<file path="config.mk">
export PLATFORM = sky130hd
export DESIGN_NAME = mc_sequencer
export DESIGN_NICKNAME = d
export VERILOG_FILES = /design/src/rtl/mc_pkg.sv /design/src/rtl/mc_sequencer.sv
export SDC_FILE = /design/constraint.sdc
export NUM_CORES = 1
export LEC_CHECK = 0
export BUFFER_PORTS_ARGS = -buffer_cell sky130_fd_sc_hd__buf_2
export CORE_MARGIN = 5
export CORE_UTILIZATION = 45
export CTS_BUF_LIST = sky130_fd_sc_hd__clkbuf_2 sky130_fd_sc_hd__clkbuf_4 sky130_fd_sc_hd__clkbuf_8
export CTS_CLUSTER_DIAMETER = 100
export DETAILED_ROUTE_END_ITERATION = 6
export PLACE_DENSITY = 0.87
export SETUP_SLACK_MARGIN = 0.2
export SYNTH_ARGS = -nofsm -noshare
export SYNTH_HDL_FRONTEND = slang
export SYNTH_SLANG_ARGS = --single-unit
</file>
<file path="constraint.sdc">
create_clock -name clk -period 3.2 [get_ports clk]
set_clock_uncertainty 0.15 [all_clocks]
set_input_delay 0.16 -clock clk [delete_from_list [all_inputs] [get_ports clk]]
set_output_delay 0.16 -clock clk [all_outputs]
set_load 0.01 [all_outputs]
</file>
<file path="src/rtl/mc_pkg.sv">
// Shared encodings for the multi-cycle control sequencer: FSM states, instruction classes,
// next-PC and write-register selects.
package mc_pkg;

    localparam logic [2:0] StIf    = 3'd0;
    localparam logic [2:0] StId    = 3'd1;
    localparam logic [2:0] StExe   = 3'd2;
    localparam logic [2:0] StMem   = 3'd3;
    localparam logic [2:0] StWb    = 3'd4;
    localparam logic [2:0] StHalt  = 3'd5;
    localparam logic [2:0] StFault = 3'd6;

    localparam logic [2:0] ClsAluR   = 3'd0;
    localparam logic [2:0] ClsAluI   = 3'd1;
    localparam logic [2:0] ClsLoad   = 3'd2;
    localparam logic [2:0] ClsStore  = 3'd3;
    localparam logic [2:0] ClsBranch = 3'd4;
    localparam logic [2:0] ClsJump   = 3'd5;
    localparam logic [2:0] ClsJal    = 3'd6;
    localparam logic [2:0] ClsJr     = 3'd7;

    localparam logic [1:0] PcSrcStep   = 2'd0;
    localparam logic [1:0] PcSrcBranch = 2'd1;
    localparam logic [1:0] PcSrcReg    = 2'd2;
    localparam logic [1:0] PcSrcJump   = 2'd3;

    localparam logic [1:0] DstR31 = 2'd0;
    localparam logic [1:0] DstRt  = 2'd1;
    localparam logic [1:0] DstRd  = 2'd2;

    // Classes whose ALU B operand is the extended immediate.
    function automatic logic uses_imm(input logic [2:0] c);
        return (c == ClsAluI) || (c == ClsLoad) || (c == ClsStore);
    endfunction

endpackage

</file>
<file path="src/rtl/mc_sequencer.sv">
// Multi-cycle control sequencer with req/ack memory handshakes and a retired counter.
// Optional ack timeout into a FAULT state is enabled by defining MC_SEQ_TIMEOUT_EN.
module mc_sequencer
    import mc_pkg::*;
#(
    parameter int unsigned ADDR_W  = 32,
    parameter int unsigned PC_STEP = 1,
    parameter int unsigned CNT_W   = 32,
    parameter int unsigned TIMEOUT = 15
) (
    input  logic              clk,
    input  logic              rst,
    input  logic [2:0]        cls,
    input  logic              halt_op,
    input  logic              br_taken,
    input  logic              imem_ack,
    input  logic              dmem_ack,
    output logic              imem_req,
    output logic              dmem_req,
    output logic              dmem_we,
    output logic              ir_wr,
    output logic              pc_wr,
    output logic [1:0]        pc_src,
    output logic              reg_wr,
    output logic [1:0]        reg_dst,
    output logic              wr_src,
    output logic              alu_src_b,
    output logic [ADDR_W-1:0] pc_step,
    output logic [2:0]        state,
    output logic              halted,
    output logic              fault,
    output logic [CNT_W-1:0]  retired
);

`ifdef MC_SEQ_TIMEOUT_EN
    localparam bit TimeoutEn = 1'b1;
`else
    localparam bit TimeoutEn = 1'b0;
`endif

    logic [2:0]       state_q, state_d;
    logic [CNT_W-1:0] retired_q;
    logic             timeout;

    logic       imem_req_c, dmem_req_c, dmem_we_c, ir_wr_c, pc_wr_c;
    logic       reg_wr_c, wr_src_c, alu_src_b_c;
    logic [1:0] pc_src_c, reg_dst_c;

    always_comb begin
        state_d     = state_q;
        imem_req_c  = 1'b0;
        dmem_req_c  = 1'b0;
        dmem_we_c   = 1'b0;
        ir_wr_c     = 1'b0;
        pc_wr_c     = 1'b0;
        pc_src_c    = PcSrcStep;
        reg_wr_c    = 1'b0;
        reg_dst_c   = DstR31;
        wr_src_c    = 1'b0;
        alu_src_b_c = 1'b0;

        case (state_q)
            StIf: begin
                imem_req_c = 1'b1;
                if (imem_ack) begin
                    ir_wr_c = 1'b1;
                    state_d = StId;
                end
            end
            StId: begin
                if (halt_op) begin
                    state_d = StHalt;
                end else begin
                    case (cls)
                        ClsJump: begin
                            pc_wr_c  = 1'b1;
                            pc_src_c = PcSrcJump;
                            state_d  = StIf;
                        end
                        ClsJal: begin
                            pc_wr_c   = 1'b1;
                            pc_src_c  = PcSrcJump;
                            reg_wr_c  = 1'b1;
                            reg_dst_c = DstR31;
                            wr_src_c  = 1'b0;
                            state_d   = StIf;
                        end
                        ClsJr: begin
                            pc_wr_c  = 1'b1;
                            pc_src_c = PcSrcReg;
                            state_d  = StIf;
                        end
                        default: state_d = StExe;
                    endcase
                end
            end
            StExe: begin
                alu_src_b_c = uses_imm(cls);
                case (cls)
                    ClsBranch: begin
                        pc_wr_c  = 1'b1;
                        pc_src_c = br_taken ? PcSrcBranch : PcSrcStep;
                        state_d  = StIf;
                    end
                    ClsLoad, ClsStore: state_d = StMem;
                    ClsAluR, ClsAluI:  state_d = StWb;
                    default:           state_d = StIf;
                endcase
            end
            StMem: begin
                dmem_req_c = 1'b1;
                dmem_we_c  = (cls == ClsStore);
                if (dmem_ack) begin
                    if (cls == ClsStore) begin
                        pc_wr_c  = 1'b1;
                        pc_src_c = PcSrcStep;
                        state_d  = StIf;
                    end else begin
                        state_d = StWb;
                    end
                end
            end
            StWb: begin
                reg_wr_c  = 1'b1;
                pc_wr_c   = 1'b1;
                pc_src_c  = PcSrcStep;
                reg_dst_c = (cls == ClsAluR) ? DstRd : DstRt;
                wr_src_c  = 1'b1;
                state_d   = StIf;
            end
            StHalt, StFault: state_d = state_q;
            default:         state_d = StIf;
        endcase

        if (timeout) begin
            state_d = StFault;
        end
    end

    always_ff @(posedge clk or negedge rst) begin
        if (!rst) begin
            state_q   <= StIf;
            retired_q <= '0;
        end else begin
            state_q <= state_d;
            if (pc_wr_c) begin
                retired_q <= retired_q + CNT_W'(1);
            end
        end
    end

    if (TIMEOUT == 0) begin : g_bad_timeout
        $error("mc_sequencer: TIMEOUT must be at least 1");
    end

    if (TimeoutEn) begin : g_timeout
        localparam int unsigned WaitW = (TIMEOUT > 1) ? $clog2(TIMEOUT + 1) : 1;

        logic [WaitW-1:0] wait_q, wait_d;
        logic             waiting;

        // Only a stalled IF or MEM cycle stays in place, so clearing whenever not waiting
        // also covers every state change.
        always_comb begin
            waiting = ((state_q == StIf) && !imem_ack) || ((state_q == StMem) && !dmem_ack);
            wait_d  = waiting ? wait_q + WaitW'(1) : '0;
        end

        assign timeout = waiting && (wait_q == WaitW'(TIMEOUT - 1));
        assign fault   = (state_q == StFault);

        always_ff @(posedge clk or negedge rst) begin
            if (!rst) begin
                wait_q <= '0;
            end else begin
                wait_q <= wait_d;
            end
        end
    end else begin : g_no_timeout
        assign timeout = 1'b0;
        assign fault   = 1'b0;
    end

    // Outputs are forced low while reset is asserted so an abandoned handshake drops at once.
    assign imem_req  = rst & imem_req_c;
    assign dmem_req  = rst & dmem_req_c;
    assign dmem_we   = rst & dmem_we_c;
    assign ir_wr     = rst & ir_wr_c;
    assign pc_wr     = rst & pc_wr_c;
    assign reg_wr    = rst & reg_wr_c;
    assign wr_src    = rst & wr_src_c;
    assign alu_src_b = rst & alu_src_b_c;
    assign pc_src    = rst ? pc_src_c : 2'd0;
    assign reg_dst   = rst ? reg_dst_c : 2'd0;

    assign pc_step = ADDR_W'(PC_STEP);
    assign state   = state_q;
    assign halted  = (state_q == StHalt);
    assign retired = retired_q;

endmodule

</file>
==> results_tabular.tex, run 1 <==
\begin{tabular}{lr}
\hline
Metric & Value \\
\hline
\multicolumn{2}{l}{\textbf{Outcome}} \\
Status & finished, final reports clean \\
\multicolumn{2}{l}{\textbf{CTS}} \\
Setup bufs post-CTS & 0 \\
Inserted Clock Buffers & 5 \\
H-tree depth & 2 \\
Clock transition at the registers of the reported paths & 0.07 ns \\
Clock network latency to the later pin of the worst-skew pair & 0.29 ns \\
Clock root buffer & sky130\_fd\_sc\_hd\_\_clkbuf\_8 \\
CTS Buffer Depth & 2 \\
Clock tree from TritonCTS & built \\
Sink count of the clock tree & 35 \\
\multicolumn{2}{l}{\textbf{Final layout}} \\
Count of fill cells added during filler insertion & 453 \\
Layout Nets & 305 \\
Area growth from synthesis to layout & 12.3\% \\
Fraction of final layout cells with drive strength greater than 1 & 23.7\% \\
Ant diodes & 0 \\
\multicolumn{2}{l}{\textbf{Worst setup path}} \\
Number of cell instances on the worst register-to-register path & 5 \\
Register-to-register setup slack & 0.60 ns \\
Critical path startpoint category & flip-flop \\
Worst EP arrival & 2.39 ns \\
Req. time, crit path & 2.89 ns \\
Worst setup path category & flip-flop to output port \\
Crit Reg-Reg Endpoint & retired[22]\$\_DFFE\_PN0P\_ \\
Critical Path End Type & output port \\
Worst-path fanout max & 23 \\
Worst r2r src & state[1]\$\_DFFE\_PN0P\_ \\
\multicolumn{2}{l}{\textbf{Hold path}} \\
Cell depth of the worst hold path & 3 \\
Class of the most critical hold timing path & primary input to flip-flop \\
Startpoint of the most critical hold path & halt\_op \\
Hold Crit Endpoint & state[0]\$\_DFFE\_PN0P\_ \\
\multicolumn{2}{l}{\textbf{STA}} \\
Summed negative setup slack over all endpoints & 0 ns \\
Fin. max-slew vios & 0 \\
Post-route worst hold slack & 0.0245 ns \\
Post-route clock period utilization & 84.4\% \\
Fmax & 370 MHz \\
Final Setup Violations & 0 \\
Shortest clock period the worst path allows after layout & 2.70 ns \\
Hold violation count in the final report & 0 \\
Unrepaired setup endpoints after global routing & false \\
Relative max-transition margin & 45.3\% \\
Worst-Margin Slew & 0.820 ns \\
\multicolumn{2}{l}{\textbf{Floorplan}} \\
Area of the core region & 0.00479 mm² \\
Number of rows created at floorplan & 25 \\
Ports & 90 \\
DIE AREA & 0.00651 mm² \\
DIE WIDTH & 80.7 µm \\
Die Height & 80.7 µm \\
Starting utilization of the core area & 47.0\% \\
\multicolumn{2}{l}{\textbf{Synthesis}} \\
EDFF count, synth & 0 \\
Sequential area share after synthesis & 38.9\% \\
Number of synthesized register bits & 35 \\
Number of warnings issued by yosys & 0 \\
Post-synth top cells & sky130\_fd\_sc\_hd\_\_dfrtp\_1, sky130\_fd\_sc\_hd\_\_buf\_4, sky130\_fd\_sc\_hd\_\_xor2\_1 \\
Average cell area after synthesis & 9.22 µm² \\
Most instantiated library cell after synthesis & sky130\_fd\_sc\_hd\_\_dfrtp\_1 \\
Number of unique standard cell types used by synthesis & 42 \\
Netlist area before placement & 0.00225 mm² \\
Top-area cell type share of the netlist area & 38.9\% \\
Leading post-synthesis cells by cell area & sky130\_fd\_sc\_hd\_\_dfrtp\_1, sky130\_fd\_sc\_hd\_\_buf\_4, sky130\_fd\_sc\_hd\_\_xor2\_1, sky130\_fd\_sc\_hd\_\_nand4\_1, sky130\_fd\_sc\_hd\_\_xnor2\_1 \\
Synth Flop Type & sky130\_fd\_sc\_hd\_\_dfrtp\_1 \\
Fraction of registers with async set or reset after synthesis & 100\% \\
Number of cells produced by synthesis & 244 \\
Library cell with the largest summed area after synthesis & sky130\_fd\_sc\_hd\_\_dfrtp\_1 \\
\multicolumn{2}{l}{\textbf{GRT}} \\
Global-route wire length before repair & 8120 µm \\
Pin count of the biggest net entering global routing & 24 \\
Aggregate global routing overflow & 0 \\
GRT Util Overall & 16.1\% \\
Number of antenna violations at the first check in global routing & 0 \\
Number of global-route vias before repair & 1677 \\
\multicolumn{2}{l}{\textbf{Drt}} \\
Antenna Violating Nets Remaining & 0 \\
Drt total wl & 4900 µm \\
Pre-Repair DR Iteration Count & 4 \\
Routed wirelength normalized by instance count & 13.5 µm \\
DRC violation total after the first TritonRoute iteration & 218 \\
Detailed-route vias per instance & 5.12 \\
Vias & 1853 \\
Total DRC errors in the routed layout & 0 \\
\multicolumn{2}{l}{\textbf{Placed design}} \\
IO buf count & 56 \\
Routability congestion estimate from global placement & 0.829 \\
Detail Placement HPWL & 3680 µm \\
\multicolumn{2}{l}{\textbf{Job}} \\
Number of maximum-capacitance constraint violations & 0 \\
\multicolumn{2}{l}{\textbf{Power and ir drop}} \\
IR drop worst, VDD & 337 µV \\
Power per standard cell area & 559 mW/mm² \\
Leakage power figure & 1.04 nW \\
\hline
\end{tabular}
==> layout make-up <==
cell class,instances,area [µm²],share of cell area [%]
clock buffer,6,82.6,3.27
inverter,5,18.8,0.743
timing repair buffer,59,305,12.1
tap,67,83.8,3.32
sequential,35,876,34.7
multi-input combinational,189,1150,45.7
clock inverter,1,5.00,0.198
==> cell usage in the layout (no fill, tap or decap), drive strengths merged, types with 2 or more instances in the layout <==
master	synthesis	routed
a21oi	3	3
nand4	17	17
nor4b	3	3
and3	2	2
conb	2	33
nand2	16	16
and4	3	3
inv	5	5
o21bai	2	2
buf	40	58
xnor2	12	12
clkbuf	6	6
nor2	9	9
o22a	2	2
nor3b	4	4
nor4	5	5
dfrtp	35	35
nand3	14	14
and2	6	6
nor3	17	17
xor2	20	20
nor2b	3	3
o21ai	4	4
a31oi	3	3
==> worst max path at each step <==
stage / start / to / depth (start not counted) / slack, ns
6_report: state[1]$_DFFE_PN0P_ / pc_wr / 5 / 0.50
5_1_grt: state[1]$_DFFE_PN0P_ / pc_wr / 5 / 0.30
4_1_cts: state[1]$_DFFE_PN0P_ / pc_wr / 5 / 0.51
3_5_place_dp: state[0]$_DFFE_PN0P_ / retired[22]$_DFFE_PN0P_ / 5 / 0.61
3_3_place_gp: state[0]$_DFFE_PN0P_ / retired[25]$_DFFE_PN0P_ / 5 / 0.74
2_1_floorplan: state[1]$_DFFE_PN0P_ / pc_src[0] / 6 / 1.08
==> sequential cells by signal (all words and copies together) (netlist names) <==
| name | flops |
|---|---|
| retired | 32 |
| state | 3 |
==> routing by layer <==
layer	GRT usage, %	routed length [µm]
met1	21.2	2070
met2	25.2	2350
met3	4.82	421
met4	5.57	63
met5	0	0
==> power by group <==
part / internal (mW) / leakage, nW / total (mW) / switching [mW]
clock: 0.169 / 0.0470 / 0.321 / 0.153
sequential: 0.491 / 0.379 / 0.592 / 0.101
combinational: 0.196 / 0.618 / 0.500 / 0.304
==> through the flow <==
stage / util, % / cells / instance area [µm²] / setup slack [ns] / power, mW
6_report: 52.8 / 362 / 2530 / 0.499 / 1.41
5_1_grt: 52.8 / 362 / 2530 / 0.298 / 1.51
4_1_cts: 52.8 / 362 / 2530 / 0.506 / 1.42
3_5_place_dp: 50.7 / 354 / 2430 / 0.614 / 1.09
3_3_place_gp: 50.7 / 354 / 2430 / 0.744 / 1.09
2_1_floorplan: - / 275 / 2370 / 1.08 / 0.984
==> cell families (layout without fill, tap and decap cells) <==
kind of cell,after synthesis,after routing,synth area share [%]
AOI/OAI and AO/OA,19,19,5.62
DFF,35,35,38.9
other,2,33,0.334
xor gates and xnor gates,32,32,12.5
muxes,1,1,0.445
adders and majority gates,1,1,0.556
buffers and inverters,51,71,14.9
and+or+nand+nor,103,103,26.8
==> critical path, cell delays in order, from the launching register on <==
cell	delay [ns]
sky130_fd_sc_hd__dfrtp_1	0.54
sky130_fd_sc_hd__nor4b_4	0.50
sky130_fd_sc_hd__a31oi_1	0.19
sky130_fd_sc_hd__o22a_1	0.53
sky130_fd_sc_hd__nor2_1	0.18
sky130_fd_sc_hd__buf_2	0.16
==> repair_timing <==
item | in CTS | in global routing
resized for setup | 0 | 0
hold buffers | 1 | 0
endpoints found under the hold margin | 15 | 0
(Power assumes the default switching activity.)
==> run 2, diff against run 1 <==
- PLACE_DENSITY: 0.87 -> 0.9
- clock period: 3.2 -> 2.2 ns (I/O delays scaled with it)
==> results_tabular.tex, run 2 (synthesized netlist as in run 1, its figures left out) <==
\begin{tabular}{lr}
\hline
Metric & Value \\
\hline
\multicolumn{2}{l}{\textbf{Drt}} \\
Vias & 2141 (was 1853) \\
Drt total wl & 6400 µm (was 4900 µm) \\
Total length of routed met3 wires & 522 µm (was 421 µm) \\
Pre-Repair DR Iteration Count & 5 (was 4) \\
DRT met1 WL & 2500 µm (was 2070 µm) \\
Total DRC errors in the routed layout & 0 (unchanged) \\
Routed wirelength normalized by instance count & 16.3 µm (was 13.5 µm) \\
Detailed-route vias per instance & 5.46 (was 5.12) \\
Antenna Violating Nets Remaining & 0 (unchanged) \\
Topmost layer with routed signal wires & met4 (unchanged) \\
Met2 Routed Length & 3180 µm (was 2350 µm) \\
DRC violation total after the first TritonRoute iteration & 197 (was 218) \\
\multicolumn{2}{l}{\textbf{Final layout}} \\
Flip-flop count of the largest register after layout & 32 (unchanged) \\
Total area of multi-input combinational cells & 0.00131 mm² (was 0.00115 mm²) \\
Ant diodes & 0 (unchanged) \\
Area used by sequential logic in the layout & 883 µm² (was 876 µm²) \\
Count of fill cells added during filler insertion & 376 (was 453) \\
Most common cell after layout, fill and taps aside & sky130\_fd\_sc\_hd\_\_buf\_2 (unchanged) \\
Post-route standard cell area excluding fillers & 0.00292 mm² (was 0.00253 mm²) \\
Layout Cells excl Fill & 392 (was 362) \\
Layout Nets & 335 (was 305) \\
Fraction of final layout cells with drive strength greater than 1 & 40.0\% (was 23.7\%) \\
Commonest cells after routing, fill and taps aside & sky130\_fd\_sc\_hd\_\_buf\_2, sky130\_fd\_sc\_hd\_\_conb\_1, sky130\_fd\_sc\_hd\_\_dfrtp\_1, sky130\_fd\_sc\_hd\_\_buf\_4, sky130\_fd\_sc\_hd\_\_xor2\_1 (was sky130\_fd\_sc\_hd\_\_buf\_2, sky130\_fd\_sc\_hd\_\_dfrtp\_1, sky130\_fd\_sc\_hd\_\_conb\_1, sky130\_fd\_sc\_hd\_\_xor2\_1, sky130\_fd\_sc\_hd\_\_nand4\_1) \\
Area growth from synthesis to layout & 30.0\% (was 12.3\%) \\
\multicolumn{2}{l}{\textbf{Power and ir drop}} \\
IR drop worst, VDD & 431 µV (was 337 µV) \\
Leakage power figure & 1.25 nW (was 1.04 nW) \\
Power per standard cell area & 842 mW/mm² (was 559 mW/mm²) \\
\multicolumn{2}{l}{\textbf{STA}} \\
Summed negative setup slack over all endpoints & 0 ns (unchanged) \\
Unrepaired setup endpoints after global routing & true (was false) \\
Post-route clock period utilization & 99.8\% \\
Fmax & 456 MHz \\
Fin. max-slew vios & 0 (unchanged) \\
Hold violation count in the final report & 0 (unchanged) \\
Final Setup Violations & 0 (unchanged) \\
Final worst slack & 0.00528 ns (was 0.499 ns) \\
Shortest clock period the worst path allows after layout & 2.19 ns \\
\multicolumn{2}{l}{\textbf{Worst setup path}} \\
Req. time, crit path & 1.94 ns (was 2.89 ns) \\
Worst EP arrival & 1.93 ns (was 2.39 ns) \\
Worst-path fanout max & 7 (was 23) \\
Worst setup path category & flip-flop to output port (unchanged) \\
Critical path startpoint category & flip-flop (unchanged) \\
Critical Path End Type & output port (unchanged) \\
\multicolumn{2}{l}{\textbf{CTS}} \\
H-tree depth & 2 (unchanged) \\
Clock network latency to the later pin of the worst-skew pair & 0.29 ns (about the same) \\
Clock root buffer & sky130\_fd\_sc\_hd\_\_clkbuf\_8 (unchanged) \\
Clock transition at the registers of the reported paths & 0.07 ns (about the same) \\
Sink count of the clock tree & 35 (unchanged) \\
CTS Buffer Depth & 2 (unchanged) \\
Inserted Clock Buffers & 5 (unchanged) \\
Clock tree from TritonCTS & built (unchanged) \\
\multicolumn{2}{l}{\textbf{Placed design}} \\
IO buf count & 56 (unchanged) \\
Routability congestion estimate from global placement & 0.871 (was 0.829) \\
Cell count after placement & 367 (was 354) \\
Placement-stage cell area & 0.00256 mm² (was 0.00243 mm²) \\
Pre-CTS setup slack & 0.0340 ns (was 0.614 ns) \\
Detail Placement HPWL & 4120 µm (was 3680 µm) \\
\multicolumn{2}{l}{\textbf{Job}} \\
Number of maximum-capacitance constraint violations & 0 (unchanged) \\
\multicolumn{2}{l}{\textbf{GRT}} \\
Aggregate global routing overflow & 0 (unchanged) \\
Pin count of the biggest net entering global routing & 25 (was 24) \\
Number of antenna violations at the first check in global routing & 0 (unchanged) \\
Number of global-route vias before repair & 1994 (was 1677) \\
Global-route wire length before repair & 9600 µm (was 8120 µm) \\
GRT Util Overall & 19.0\% (was 16.1\%) \\
\multicolumn{2}{l}{\textbf{Floorplan}} \\
Area of the core region & 0.00479 mm² (unchanged) \\
Die Height & 80.7 µm (unchanged) \\
Number of rows created at floorplan & 25 (unchanged) \\
DIE WIDTH & 80.7 µm (unchanged) \\
Ports & 90 (unchanged) \\
Starting utilization of the core area & 47.0\% (unchanged) \\
DIE AREA & 0.00651 mm² (unchanged) \\
\multicolumn{2}{l}{\textbf{Hold path}} \\
Class of the most critical hold timing path & primary input to flip-flop (unchanged) \\
\multicolumn{2}{l}{\textbf{Outcome}} \\
Status & finished, final reports clean (unchanged) \\
\hline
\end{tabular}
==> run 2: layout make-up <==
class / count / share of cell area, %
inverters: 5 / 0.642
repair buffers: 89 / 18.6
flip-flops and latches: 35 / 30.2
clock buffers: 6 / 2.61
multi-input cells: 189 / 44.8
clock inverters: 1 / 0.257
well taps: 67 / 2.87
==> run 2: path summary, 6_finish.rpt <==
kind	from	endpoint	slack, ns	cells past startpoint
worst max-delay path	state[0]$_DFFE_PN0P_	pc_wr	0.005	6
worst min-delay path	dmem_ack	state[2]$_DFFE_PN0P_	0.04	3
worst max register to register	state[1]$_DFFE_PN0P_	retired[4]$_DFFE_PN0P_	0.02	8
worst min register to register	retired[31]$_DFFE_PN0P_	retired[31]$_DFFE_PN0P_	0.32	1
max in group asynchronous	rst	retired[2]$_DFFE_PN0P_	1.14	3
min in group asynchronous	rst	state[1]$_DFFE_PN0P_	0.10	2
==> run 2: metrics by stage <==
| step | util, % | power, mW | hold slack, ns |
|---|---|---|---|
| after floorplan | - | 1.44 | -0.336 |
| after global placement | 53.4 | 1.70 | -0.121 |
| after detailed placement | 53.4 | 1.73 | -0.116 |
| after CTS | 59.3 | 2.34 | 0.0194 |
| after global routing | 61.1 | 2.58 | 0.0411 |
| final | 61.1 | 2.46 | 0.0359 |
==> run 2: repair_timing <==
item / CTS / global route
cloned: 0 / 1
buffers inserted: 12 / 3
gates resized for setup: 20 / 13
hold buffers: 2 / 0
endpoints found under the hold margin: 36 / 0
pin swaps: 4 / 1
endpoints found under the setup margin: 20 / 36
==> run 2: worst max-delay path: stages, from the launching register on <==
cell and delay, ns:
sky130_fd_sc_hd__dfrtp_2 0.48, sky130_fd_sc_hd__and3b_1 0.22, sky130_fd_sc_hd__a32oi_1 0.33, sky130_fd_sc_hd__o22a_2 0.29
sky130_fd_sc_hd__buf_4 0.16, sky130_fd_sc_hd__nor2_1 0.04, sky130_fd_sc_hd__buf_2 0.13
==> run 2: routing by layer <==
layer	track usage, %	up-vias
li1	-	951
met3	4.26	24
met1	22.4	1030
met5	0	-
met4	9.29	0
met2	32.6	136
==> run 2: power breakdown <==
part           switching (mW)  internal, mW
Sequential              0.109         0.722
Clock                   0.235         0.229
Combinational           0.660         0.509
